## src/rtl/branch_resolve_unit.sv

```systemverilog
// Resolves queued branch predictions at EX against the real outcome: on a mispredict it
// flushes wrong-path work, redirects fetch, and feeds the outcome back to the predictor.
module branch_resolve_unit #(
  parameter int unsigned XLEN      = 32,
  parameter int unsigned DEPTH     = 4,
  parameter int unsigned FLUSH_CYC = 2,
  parameter int unsigned CNT_W     = 16
) (
  input  logic            clk,
  input  logic            rst,
  input  logic            id_push,
  input  logic            id_pred_taken,
  input  logic [XLEN-1:0] id_pc,
  input  logic [XLEN-1:0] id_target,
  input  logic            ex_resolve,
  input  logic            ex_taken,
  output logic            bq_full,
  output logic            flush,
  output logic            redirect_vld,
  output logic [XLEN-1:0] redirect_pc,
  output logic            upd_is_branch,
  output logic            upd_taken,
  output logic            underflow,
  output logic [CNT_W-1:0] br_count,
  output logic [CNT_W-1:0] miss_count
);

  localparam int unsigned AW = $clog2(DEPTH);
  localparam int unsigned CW = AW + 1;
  localparam int unsigned FW = (FLUSH_CYC > 1) ? $clog2(FLUSH_CYC) : 1;

  typedef enum logic {RUN, FLUSH} state_e;

  state_e          state_q, state_d;
  logic [FW-1:0]   fcnt_q, fcnt_d;
  logic [AW-1:0]   wr_ptr_q, wr_ptr_d, rd_ptr_q, rd_ptr_d;
  logic [CW-1:0]   count_q, count_d;
  logic            redirect_vld_q, redirect_vld_d;
  logic [XLEN-1:0] redirect_pc_q, redirect_pc_d;
  logic            upd_is_branch_q, upd_is_branch_d;
  logic            upd_taken_q, upd_taken_d;
  logic            underflow_q, underflow_d;
  logic [CNT_W-1:0] br_count_q, br_count_d, miss_count_q, miss_count_d;

  logic            pred_mem [DEPTH];
  logic [XLEN-1:0] pc_mem   [DEPTH];
  logic [XLEN-1:0] tgt_mem  [DEPTH];

  logic            push_ok, pop, mispredict, full;
  logic            head_pred;
  logic [XLEN-1:0] head_pc, head_tgt;

  assign full      = (count_q == CW'(DEPTH));
  assign head_pred = pred_mem[rd_ptr_q];
  assign head_pc   = pc_mem[rd_ptr_q];
  assign head_tgt  = tgt_mem[rd_ptr_q];

  always_comb begin
    state_d         = state_q;
    fcnt_d          = fcnt_q;
    wr_ptr_d        = wr_ptr_q;
    rd_ptr_d        = rd_ptr_q;
    count_d         = count_q;
    redirect_vld_d  = 1'b0;
    redirect_pc_d   = redirect_pc_q;
    upd_is_branch_d = 1'b0;
    upd_taken_d     = upd_taken_q;
    underflow_d     = underflow_q;
    br_count_d      = br_count_q;
    miss_count_d    = miss_count_q;
    push_ok         = 1'b0;
    pop             = 1'b0;
    mispredict      = 1'b0;

    unique case (state_q)
      RUN: begin
        pop        = ex_resolve && (count_q != '0);
        mispredict = pop && (head_pred != ex_taken);
        if (ex_resolve && (count_q == '0)) underflow_d = 1'b1;
        if (pop) begin
          upd_is_branch_d = 1'b1;
          upd_taken_d     = ex_taken;
          if (br_count_q != '1) br_count_d = br_count_q + CNT_W'(1);
        end
        if (mispredict) begin
          // Everything younger than the head was fetched down the wrong path.
          if (miss_count_q != '1) miss_count_d = miss_count_q + CNT_W'(1);
          wr_ptr_d       = '0;
          rd_ptr_d       = '0;
          count_d        = '0;
          state_d        = FLUSH;
          fcnt_d         = FW'(FLUSH_CYC - 1);
          redirect_vld_d = 1'b1;
          redirect_pc_d  = ex_taken ? head_tgt : head_pc + XLEN'(4);
        end else begin
          push_ok = id_push && (!full || pop);
          if (pop)     rd_ptr_d = rd_ptr_q + AW'(1);
          if (push_ok) wr_ptr_d = wr_ptr_q + AW'(1);
          count_d = count_q + CW'(push_ok) - CW'(pop);
        end
      end
      FLUSH: begin
        if (fcnt_q == '0) state_d = RUN;
        else              fcnt_d  = fcnt_q - FW'(1);
      end
      default: state_d = RUN;
    endcase
  end

  always_ff @(posedge clk) begin
    if (rst) begin
      state_q         <= RUN;
      fcnt_q          <= '0;
      wr_ptr_q        <= '0;
      rd_ptr_q        <= '0;
      count_q         <= '0;
      redirect_vld_q  <= 1'b0;
      redirect_pc_q   <= '0;
      upd_is_branch_q <= 1'b0;
      upd_taken_q     <= 1'b0;
      underflow_q     <= 1'b0;
      br_count_q      <= '0;
      miss_count_q    <= '0;
    end else begin
      state_q         <= state_d;
      fcnt_q          <= fcnt_d;
      wr_ptr_q        <= wr_ptr_d;
      rd_ptr_q        <= rd_ptr_d;
      count_q         <= count_d;
      redirect_vld_q  <= redirect_vld_d;
      redirect_pc_q   <= redirect_pc_d;
      upd_is_branch_q <= upd_is_branch_d;
      upd_taken_q     <= upd_taken_d;
      underflow_q     <= underflow_d;
      br_count_q      <= br_count_d;
      miss_count_q    <= miss_count_d;
    end
  end

  always_ff @(posedge clk) begin
    if (push_ok) begin
      pred_mem[wr_ptr_q] <= id_pred_taken;
      pc_mem[wr_ptr_q]   <= id_pc;
      tgt_mem[wr_ptr_q]  <= id_target;
    end
  end

  assign bq_full       = full;
  assign flush         = (state_q == FLUSH);
  assign redirect_vld  = redirect_vld_q;
  assign redirect_pc   = redirect_pc_q;
  assign upd_is_branch = upd_is_branch_q;
  assign upd_taken     = upd_taken_q;
  assign underflow     = underflow_q;
  assign br_count      = br_count_q;
  assign miss_count    = miss_count_q;

endmodule
```

## config.mk

```make
export PLATFORM = sky130hd
export DESIGN_NAME = branch_resolve_unit
export DESIGN_NICKNAME = d
export VERILOG_FILES = /design/src/rtl/branch_resolve_unit.sv
export SDC_FILE = /design/constraint.sdc
export NUM_CORES = 1
export LEC_CHECK = 0
export ABC_AREA = 1
export ABC_CLOCK_PERIOD_IN_PS = 10550
export CAP_MARGIN = 20
export CELL_PAD_IN_SITES_DETAIL_PLACEMENT = 1
export CELL_PAD_IN_SITES_GLOBAL_PLACEMENT = 1
export CORE_UTILIZATION = 48
export DETAILED_ROUTE_END_ITERATION = 10
export GPL_TIMING_DRIVEN = 0
export PLACE_DENSITY_LB_ADDON = 0.3
export REMOVE_ABC_BUFFERS = 1
export SYNTH_ARGS = -nofsm -noshare
export SYNTH_HDL_FRONTEND = slang
export SYNTH_SLANG_ARGS = --single-unit
```

## constraint.sdc

```tcl
create_clock -name clk -period 10.55 [get_ports clk]
set_clock_uncertainty 0.05 [all_clocks]
set_input_delay 2.11 -clock clk [delete_from_list [all_inputs] [get_ports clk]]
set_output_delay 2.11 -clock clk [all_outputs]
set_load 0.005 [all_outputs]
```

==> results.json <==
{
  "grt_max_degree": 80,
  "crit_fanout": 40,
  "intPower_mw": 2.82,
  "hold_violations": 0,
  "postCtsSetupBuffers": 0,
  "post_cts_resized": 0,
  "finalSetupViolCount": 0,
  "clkTransAtPathRegs_ps": 60,
  "postLayoutCellArea_um2": 18000,
  "grt-ovfl-total": 0,
  "p_leak_nw": 6.72,
  "grt_pass1_wl_mm": 68.4,
  "path_class": "input pin to flip-flop",
  "drv_slew": 0,
  "maxCapViolCount": 0,
  "fin_crit_sh": 0.543,
  "arrival_ps": 5890,
  "yosysMostFrequentCell": "nand2_1",
  "rows": 64,
  "start_util": 0.487,
  "clockBufferDepth": 3,
  "synthArstFlopShare": 0,
  "slew_headroom": 0.351,
  "track_usage": 0.285,
  "required_ps": 10700,
  "hold_buffers": 0,
  "viasPerCell": 5.71,
  "globalplace.congestion": 0.894,
  "num_antenna_cells": 0,
  "synth_area_leaders": "edfxtp_1 (53%), nand2_1 (12%), dfxtp_1 (11%)",
  "synthTopCellsByCount": "nand2_1 (494), edfxtp_1 (260), nor2_1 (125), a21oi_1 (96), inv_1 (92)",
  "netlist_area_um2": 14900,
  "rr_endpoint": "pc_mem[2][14]$_DFFE_PP_",
  "synth_cell_types": 40,
  "grt_pass1_vias": 12500,
  "nNetsFinal": 1738,
  "drt_iter0_markers": 724,
  "cts_tree": "done",
  "dieArea_um2": 31600,
  "io_buffers": 139,
  "status": "complete, no violations",
  "worstRegToRegCells": 14,
  "switching_power_mw": 1.49,
  "core_area_um2": 30500,
  "synthToLayoutAreaGrowth_pct": 21.2,
  "rrSetupSlack_ps": 6040,
  "swShare": 0.345,
  "synth_seq_area_share": 0.632,
  "drive_gt1_frac": 0.0580,
  "min-delay-start": "fcnt_q$_SDFFE_PP0P_",
  "clk_latency_ps": 530,
  "syn_avg_cell_area_um2": 9.67,
  "fill_cells": 3357,
  "crit_path_start": "ex_taken",
  "synth_ff_type": "edfxtp_1",
  "yosysWarnings": 0,
  "cp-start-kind": "input pin",
  "die_y_um": 178,
  "crit_path_end_kind": "flip-flop",
  "wl_per_cell_um": 21.3,
  "ioPinCount": 140,
  "synth_largest_area_cell": "edfxtp_1",
  "vias": 11900,
  "wirelength_mm": 44.5,
  "synth_seq_cells": 339,
  "hpwlAfterDp_mm": 28.3,
  "rsz0062_at_grt": "false",
  "fmax_ghz": 0.175,
  "cts_root_buf": "clkbuf_16",
  "hold_path_depth": 2,
  "synth_edf_count": 260,
  "ir_drop_uv": 162,
  "seqPwrFrac": 0.409,
  "numCtsBuffers": 39,
  "cts_sinks": 339,
  "power_frac_clock": 0.304,
  "power_frac_comb": 0.287,
  "htreeDepth": 2,
  "drcViolationCount": 0,
  "post-place-ws_ps": 4330,
  "hold_path_end": "fcnt_q$_SDFFE_PP0P_",
  "postPlaceCellArea_um2": 16800,
  "hold_class": "flip-flop to flip-flop",
  "power_density_nw_per_um2": 239,
  "max_slew.worst_pin.slew_ps": 973,
  "ant_nets": 0,
  "synth_top_area_frac": 0.526,
  "fp.dieW_um": 178,
  "worst_slack_ps": 4820,
  "antenna_found_initial": 1,
  "postSynthCellCount": 1535,
  "period_minus_slack_ps": 5730,
  "dr.pass1.iters": 5
}
==> sequential cells by signal (all words and copies together), names as in the netlist, 2 cells and up, named ones only <==
register,flops
pc_mem,128
tgt_mem,128
redirect_pc,32
br_count,16
miss_count,16
pred_mem,4
count_q,3
rd_ptr_q,2
wr_ptr_q,2
==> kinds of logic (layout without fill, tap and decap cells) <==
family | count (synthesis) | after routing | synth area share
buffers and inverters | 166 | 321 | 0.0483
and+or+nand+nor | 765 | 765 | 0.211
xor gates and xnor gates | 24 | 24 | 0.0142
adders and majority gates | 9 | 9 | 0.00809
AOI/OAI and AO/OA | 231 | 231 | 0.0857
muxes | 1 | 1 | 0.000674
DFF | 339 | 339 | 0.632
==> worst max-delay path, stage by stage <==
cell and delay [ps]:
clkdlybuf4s50_1 840, inv_2 880, nand2_1 170, nand3_2 150, nand2_1 110, nor2_1 180, inv_1 220, nor2_4 630
buf_12 300, buf_12 230
==> layout by cell type, fill, tap and decap left out, types with 20 or more instances in the layout <==
cell,netlist,routed
nand2_1,494,494
edfxtp_1,260,260
clkdlybuf4s50_1,0,139
nor2_1,125,121
a21oi_1,96,96
nand3_1,91,91
inv_1,92,90
o21ai_0,78,78
dfxtp_1,79,77
clkbuf_16,0,39
nor3_1,21,21
o22ai_1,20,20
==> worst max-delay path by stage <==
| stage | endpoint | cells after the start | slack (ps) |
|---|---|---|---|
| CTS | pc_mem[2][14]$_DFFE_PP_ | 10 | 4880 |
| global placement | pc_mem[0][22]$_DFFE_PP_ | 10 | -3620 |
| finish | pc_mem[2][14]$_DFFE_PP_ | 10 | 4820 |
| detailed placement | pc_mem[2][19]$_DFFE_PP_ | 10 | 4330 |
| global route | pc_mem[2][14]$_DFFE_PP_ | 10 | 4660 |
| floorplan | pc_mem[0][0]$_DFFE_PP_ | 10 | 2580 |
==> routing by layer <==
layer | part of all wire | vias to the layer above | routed length (µm) | track usage
li1 | - | 5463 | - | -
met5 | 0.00025 | - | 11 | 0
met1 | 0.40 | 5981 | 17600 | 0.333
met4 | 0.036 | 2 | 1610 | 0.117
met3 | 0.046 | 109 | 2050 | 0.0426
met2 | 0.52 | 362 | 23200 | 0.520
==> power by group through the flow <==
stage	sequential (mW)	clock [mW]	combinational, mW
after floorplan	1.78	0	0.660
after global placement	1.85	0	1.07
after detailed placement	1.79	0	1.21
after CTS	1.76	1.32	1.24
after global routing	1.78	1.38	1.36
final	1.76	1.31	1.24
==> through the flow <==
step | instances | hold slack [ps] | util | power (mW) | setup TNS [ps]
3_5_place_dp | 2014 | 424 | 0.550 | 3.00 | 0
4_1_cts | 2086 | 434 | 0.590 | 4.33 | 0
3_3_place_gp | 1998 | 397 | 0.537 | 2.92 | -909890
2_1_floorplan | 1463 | 385 | - | 2.44 | 0
5_1_grt | 2086 | 454 | 0.590 | 4.51 | 0
6_report | 2086 | 432 | 0.590 | 4.31 | 0
==> layout make-up <==
class / instances / area, µm² / share of cell area
clock inverter: 21 / 193 / 0.0107
clock buffer: 51 / 1030 / 0.0573
tap: 396 / 495 / 0.0275
sequential: 339 / 9400 / 0.522
multi-input combinational: 1030 / 4770 / 0.265
inverter: 94 / 358 / 0.0199
timing repair buffer: 155 / 1750 / 0.0973
No activity file was read; power rests on OpenSTA's default activity.
